File: config.mk
export PLATFORM = sky130hd
export DESIGN_NAME = seq_compare_unit
export DESIGN_NICKNAME = d
export VERILOG_FILES = /design/src/rtl/ecpu_math_pkg.sv /design/src/rtl/cmp_chunk.sv /design/src/rtl/seq_compare_unit.sv
export SDC_FILE = /design/constraint.sdc
export NUM_CORES = 1
export LEC_CHECK = 0
export CAP_MARGIN = 0
export CORE_UTILIZATION = 46
export DETAILED_ROUTE_END_ITERATION = 6
export PLACE_DENSITY_LB_ADDON = 0.2
export SLEW_MARGIN = 20
export SYNTH_ARGS = -nofsm -noshare
export SYNTH_HDL_FRONTEND = slang
export SYNTH_SLANG_ARGS = --single-unit
export TNS_END_PERCENT = 30
File: constraint.sdc
create_clock -name clk -period 4.29 [get_ports clk]
set_clock_uncertainty 0.2 [all_clocks]
set_input_delay 0.858 -clock clk [delete_from_list [all_inputs] [get_ports clk]]
set_output_delay 0.858 -clock clk [all_outputs]
set_load 0.05 [all_outputs]
File: src/rtl/ecpu_math_pkg.sv
`default_nettype none
// ============================================================================
// Package     : ecpu_math_pkg
// Description : Shared types and sizing helpers for the ECPU math group
//               sequential comparator.
//               - cmp_state_t : comparator FSM states (IDLE, SCAN, DONE)
//               - calc_nchunk : number of CHUNK-wide slices in an operand
//               - calc_idx_w  : width of the slice index (minimum 1 bit)
// Revision    : 1.0 - initial release
// ============================================================================
package ecpu_math_pkg;

  typedef enum logic [1:0] {
    IDLE = 2'd0,
    SCAN = 2'd1,
    DONE = 2'd2
  } cmp_state_t;

  function automatic int calc_nchunk(input int bus_size, input int chunk);
    return bus_size / chunk;
  endfunction

  // A single-chunk operand still needs a 1-bit index so the counter and
  // mux select never collapse to zero width.
  function automatic int calc_idx_w(input int nchunk);
    return (nchunk <= 1) ? 1 : $clog2(nchunk);
  endfunction

endpackage : ecpu_math_pkg
`default_nettype wire

File: src/rtl/cmp_chunk.sv
`default_nettype none
// ============================================================================
// Module      : cmp_chunk
// Description : Combinational unsigned compare of one CHUNK-wide slice.
// Ports       : x     in  CHUNK  left slice
//               y     in  CHUNK  right slice
//               ch_eq out 1      x == y
//               ch_lt out 1      x <  y (unsigned)
// Revision    : 1.0 - initial release
// ============================================================================
module cmp_chunk #(
  parameter int CHUNK = 8
) (
  input  logic [CHUNK-1:0] x,
  input  logic [CHUNK-1:0] y,
  output logic             ch_eq,
  output logic             ch_lt
);

  assign ch_eq = (x == y);
  assign ch_lt = (x <  y);

endmodule : cmp_chunk
`default_nettype wire

File: src/rtl/seq_compare_unit.sv
`default_nettype none
// ============================================================================
// Module      : seq_compare_unit
// Description : Multi-cycle magnitude/equality comparator. Operands are
//               scanned MSB-first, CHUNK bits per cycle, stopping at the
//               first differing chunk. Valid/ready on request and result.
// Ports       : clk          in   1         rising-edge clock
//               rst_n        in   1         async active-low reset
//               start_valid  in   1         request strobe
//               start_ready  out  1         unit idle, request accepted
//               a, b         in   BUS_SIZE  operands
//               is_signed    in   1         1 = two's-complement compare
//               res_valid    out  1         flags valid
//               res_ready    in   1         consumer accepts result
//               eq, lt, gt   out  1         comparison flags
// Revision    : 1.0 - initial release
// ============================================================================
module seq_compare_unit
  import ecpu_math_pkg::*;
#(
  parameter int BUS_SIZE = 32,
  parameter int CHUNK    = 8
) (
  input  logic                clk,
  input  logic                rst_n,
  input  logic                start_valid,
  output logic                start_ready,
  input  logic [BUS_SIZE-1:0] a,
  input  logic [BUS_SIZE-1:0] b,
  input  logic                is_signed,
  output logic                res_valid,
  input  logic                res_ready,
  output logic                eq,
  output logic                lt,
  output logic                gt
);

  localparam int NCHUNK = calc_nchunk(BUS_SIZE, CHUNK);
  localparam int IDX_W  = calc_idx_w(NCHUNK);

  // Flipping the sign bit of both operands maps two's-complement order onto
  // unsigned order, so the scan itself is always an unsigned compare.
  localparam logic [BUS_SIZE-1:0] c_SIGN_MASK = BUS_SIZE'(1) << (BUS_SIZE - 1);
  localparam logic [IDX_W-1:0]    c_IDX_TOP   = IDX_W'(NCHUNK - 1);

  cmp_state_t          r_state;
  cmp_state_t          w_state_next;
  logic [BUS_SIZE-1:0] r_a;
  logic [BUS_SIZE-1:0] r_b;
  logic [IDX_W-1:0]    r_idx;
  logic                r_eq;
  logic                r_lt;
  logic                r_gt;

  logic [CHUNK-1:0]    w_a_ch [NCHUNK];
  logic [CHUNK-1:0]    w_b_ch [NCHUNK];
  logic [CHUNK-1:0]    w_x;
  logic [CHUNK-1:0]    w_y;
  logic                w_ch_eq;
  logic                w_ch_lt;
  logic                w_accept;
  logic                w_last;

  // Slice the latched operands into chunk arrays for the idx-selected mux.
  for (genvar gi = 0; gi < NCHUNK; gi++) begin : g_slices
    assign w_a_ch[gi] = r_a[gi*CHUNK +: CHUNK];
    assign w_b_ch[gi] = r_b[gi*CHUNK +: CHUNK];
  end

  assign w_x = w_a_ch[r_idx];
  assign w_y = w_b_ch[r_idx];

  cmp_chunk #(
    .CHUNK (CHUNK)
  ) u_cmp_chunk (
    .x     (w_x),
    .y     (w_y),
    .ch_eq (w_ch_eq),
    .ch_lt (w_ch_lt)
  );

  assign w_accept = (r_state == IDLE) && start_valid;
  assign w_last   = (r_idx == '0);

  // --------------------------------------------------------------------------
  // FSM: state register
  // --------------------------------------------------------------------------
  always_ff @(posedge clk or negedge rst_n) begin
    if (!rst_n) begin
      r_state <= IDLE;
    end else begin
      r_state <= w_state_next;
    end
  end

  // --------------------------------------------------------------------------
  // FSM: next state and handshake outputs
  // --------------------------------------------------------------------------
  always_comb begin
    w_state_next = r_state;
    start_ready  = 1'b0;
    res_valid    = 1'b0;
    case (r_state)
      IDLE: begin
        start_ready = 1'b1;
        if (start_valid) begin
          w_state_next = SCAN;
        end
      end
      SCAN: begin
        if (!w_ch_eq || w_last) begin
          w_state_next = DONE;
        end
      end
      DONE: begin
        res_valid = 1'b1;
        if (res_ready) begin
          w_state_next = IDLE;
        end
      end
      default: begin
        w_state_next = IDLE;
      end
    endcase
  end

  // --------------------------------------------------------------------------
  // Datapath: operand latches, index down-counter, result flags
  // --------------------------------------------------------------------------
  always_ff @(posedge clk or negedge rst_n) begin
    if (!rst_n) begin
      r_a   <= '0;
      r_b   <= '0;
      r_idx <= '0;
      r_eq  <= 1'b0;
      r_lt  <= 1'b0;
      r_gt  <= 1'b0;
    end else begin
      if (w_accept) begin
        r_a   <= is_signed ? (a ^ c_SIGN_MASK) : a;
        r_b   <= is_signed ? (b ^ c_SIGN_MASK) : b;
        r_idx <= c_IDX_TOP;
      end else if (r_state == SCAN) begin
        if (!w_ch_eq) begin
          r_eq <= 1'b0;
          r_lt <= w_ch_lt;
          r_gt <= ~w_ch_lt;
        end else if (w_last) begin
          r_eq <= 1'b1;
          r_lt <= 1'b0;
          r_gt <= 1'b0;
        end else begin
          r_idx <= r_idx - 1'b1;
        end
      end
    end
  end

  assign eq = r_eq;
  assign lt = r_lt;
  assign gt = r_gt;

endmodule : seq_compare_unit
`default_nettype wire

==> parameters.txt <==
Parameter                              Value

Layout
  Share of layout cells above drive strength 1 ... 0.348
  Net total in the final layout ... 372
  Filler Cells Inserted ... 520
  Area taken by flip-flops and latches ... between 1500 and 2000 um^2
  Most used cells in the layout excluding fill and tap cells ... clkdlybuf4s50_1, dfrtp_1, mux2_2, mux4_2, inv_1
  Antenna diode instance count ... 0
  Multi-input gate area in the final layout ... around 1400 um^2
  Final standard cell count with taps included and fillers excluded ... roughly 400
  Area added between synthesis and finish ... 32.3%
  Most common library cell in the layout ignoring fill and taps ... clkdlybuf4s50_1
  Summed area of non-filler cells in the final layout ... 4440 um^2

Floorplan
  Number of placed I/O pins ... 74
  Effective utilization at floorplan ... 0.486
  Floorplan die height ... 87.4 um
  Width of the die ... 87.4 um
  Core area ... between 6000 and 7000 um^2
  Count of standard-cell rows ... 30
  Die area ... 7640 um^2

Setup path
  Data arrival time of the critical path ... 3.00 ns
  Crit path capture type ... flip-flop
  Kind of critical path ... reg2reg
  Worst endpoint required time ... 4.32 ns
  Element type at the critical path start ... flip-flop
  Highest fanout seen on the critical path ... 11

Clock tree
  Clock root buffer master ... clkbuf_8
  Resized cells post-CTS ... 0
  Number of sinks driven by the clock tree ... slightly above 70
  Number of hold buffers added after CTS ... 0
  Maximum count of clock buffers along a single path ... 2
  TritonCTS clock tree ... yes
  Worst-skew pair later-pin latency ... 0.35 ns
  Post-CTS setup buffer count ... 0
  Total CTS buffers ... 9
  Worst-path clk slew ... 0.08 ns
  H-tree depth ... 3

Drt
  DR vias/cell ... 5.08
  Remaining antenna violation count ... 0
  Routed vias ... 2007
  Number of DRC markers after the initial detailed-route iteration ... 59
  Wirelength per Cell ... 16.1 um
  Detailed-route DRC error count ... 0
  1st-pass router iterations ... 6
  DRT Wirelength ... about 6300 um

Job
  Max-cap violation count ... 0

Pwr
  Maximum vdd ir drop ... 0.375 mV
  Power per standard cell area ... 685 nW/um^2
  Leakage Power ... about 1.9 nW

Timing
  Endpoints failing setup ... 0
  RSZ-0062 raised after global routing ... no
  Hold Worst Slack ... roughly 0.30 ns
  Final worst path period share ... 0.691
  Slew at the pin closest to its max-slew limit ... 0.739 ns
  Setup WS post-layout ... 1.33 ns
  Setup TNS after final layout ... 0 ns
  Final Max Slew Viols ... 0
  Maximum achievable frequency ... roughly 340 MHz
  Max-slew headroom ... 0.507
  Crit path time final ... 2.96 ns
  Count of endpoints failing hold in the final timing report ... 0

Logic synthesis
  FFs w/ async S/R, synth ... 1.00
  Post-synth cell types ... 28
  Yosys warning total ... 0
  Total of flip-flops plus latches after synthesis ... 71
  Cell area after technology mapping ... ~3400 um^2
  Number of instances in the synthesized netlist ... 218
  Number of synthesized flops with an enable pin ... 0
  Post-Syn Area per Cell ... 15.4 um^2
  Net count of the mapped netlist ... slightly below 300
  Post-synth top flop ... dfrtp_1
  Sequential cell area fraction in the yosys report ... 0.529

GRT
  Vias in the first global route ... 2122
  Global-route wire length before repair ... ~11000 um
  Number of antenna violations at the first check in global routing ... 0
  Maximum number of pins on one net before global-route repair ... 43
  Global-route total usage across every layer ... 0.192
  Overall overflow remaining after global route ... 0

Place
  Port Buffers ... 73
  Final GP Congestion ... 0.737
  Setup slack at placement ... 1.29 ns
  Placed cells ... 379
  Half-perimeter wire length of the detailed placement result ... 4630 um
  Placed cell area ... 4150 um^2

Hold path
  Classification of the worst-slack hold path ... reg2reg

Status
  Result of the run ... complete, no violations
## critical path, stage by stage, from the launching register on
cell and delay [ns]:
dfrtp_1 0.66, buf_4 0.34, mux4_2 0.52, ha_1 0.30, nand4_2 0.17, nor4b_4 0.33, mux2i_1 0.11, or2_1 0.22
## through the flow
| stage | power (mW) | utilization |
|---|---|---|
| after floorplan | 2.01 | - |
| after global placement | 2.25 | 0.601 |
| after detailed placement | 2.30 | 0.601 |
| after CTS | 3.07 | 0.643 |
| after global routing | 3.23 | 0.643 |
| final | 3.04 | 0.643 |
## metal layers
layer / part of all wire / vias to the layer above / track usage
li1: - / 944 / -
met1: 0.46 / 1011 / 0.252
met2: 0.49 / 44 / 0.303
met3: 0.037 / 8 / 0.0474
met4: 0.018 / 0 / 0.0849
met5: 0 / - / 0
## registers in the layout, summed over array words and instances, names as in the netlist
name	count
eq	1
gt	1
lt	1
r_a	32
r_b	32
r_idx	2
r_state	2
## final cells by class
| class | count | share of cell area |
|---|---|---|
| Sequential cell | 71 | 0.400 |
| Tap cell | 96 | 0.0270 |
| Inverter | 12 | 0.0101 |
| Timing Repair Buffer | 77 | 0.173 |
| Clock buffer | 9 | 0.0279 |
| Multi-Input combinational cell | 123 | 0.324 |
| Clock inverter | 7 | 0.0377 |
## logic make-up (layout without fill, tap and decap cells)
group,after synthesis,after routing,share of synthesized area
xor+xnor,3,3,0.00783
buf+inv,24,105,0.0421
fa+ha+maj,9,9,0.0335
simple gates,17,17,0.0395
mux,79,79,0.322
compound gates,15,15,0.0261
flops,71,71,0.529
## Yosys cell counts (2+ instances only)
master | count | share of area
dfrtp_1 | 71 | 0.53
a21oi_1 | 8 | 0.012
mux4_2 | 16 | 0.11
o31ai_1 | 2 | 0.0045
mux2_4 | 3 | 0.013
xnor2_1 | 3 | 0.0078
mux2_2 | 59 | 0.20
buf_2 | 2 | 0.0030
nor2_1 | 4 | 0.0045
inv_1 | 12 | 0.013
nand2_1 | 2 | 0.0022
o21ai_0 | 3 | 0.0045
buf_4 | 7 | 0.016
ha_1 | 9 | 0.034
nand2b_1 | 2 | 0.0037
buf_6 | 3 | 0.010
## worst paths after layout
path	start	to	slack, ns	cells past startpoint
worst max register to register	r_idx[0]	r_idx[1]	1.33	7
worst max-delay path	r_idx[0]	r_idx[1]	1.33	7
worst min register to register	r_a[27]	r_a[27]	0.30	1
max in group asynchronous	rst_n	r_b[19]	2.56	2
worst min-delay path	r_a[27]	r_a[27]	0.30	1
min in group asynchronous	rst_n	r_a[3]	0.34	1
## where the power goes
group          switching, mW  internal (mW)  leakage, nW
clock                  0.257          0.507        0.144
sequential             0.168          0.996        0.828
combinational          0.462          0.651        0.903
total                  0.888           2.15         1.87
Note: power is estimated with default switching activity, not from simulation.
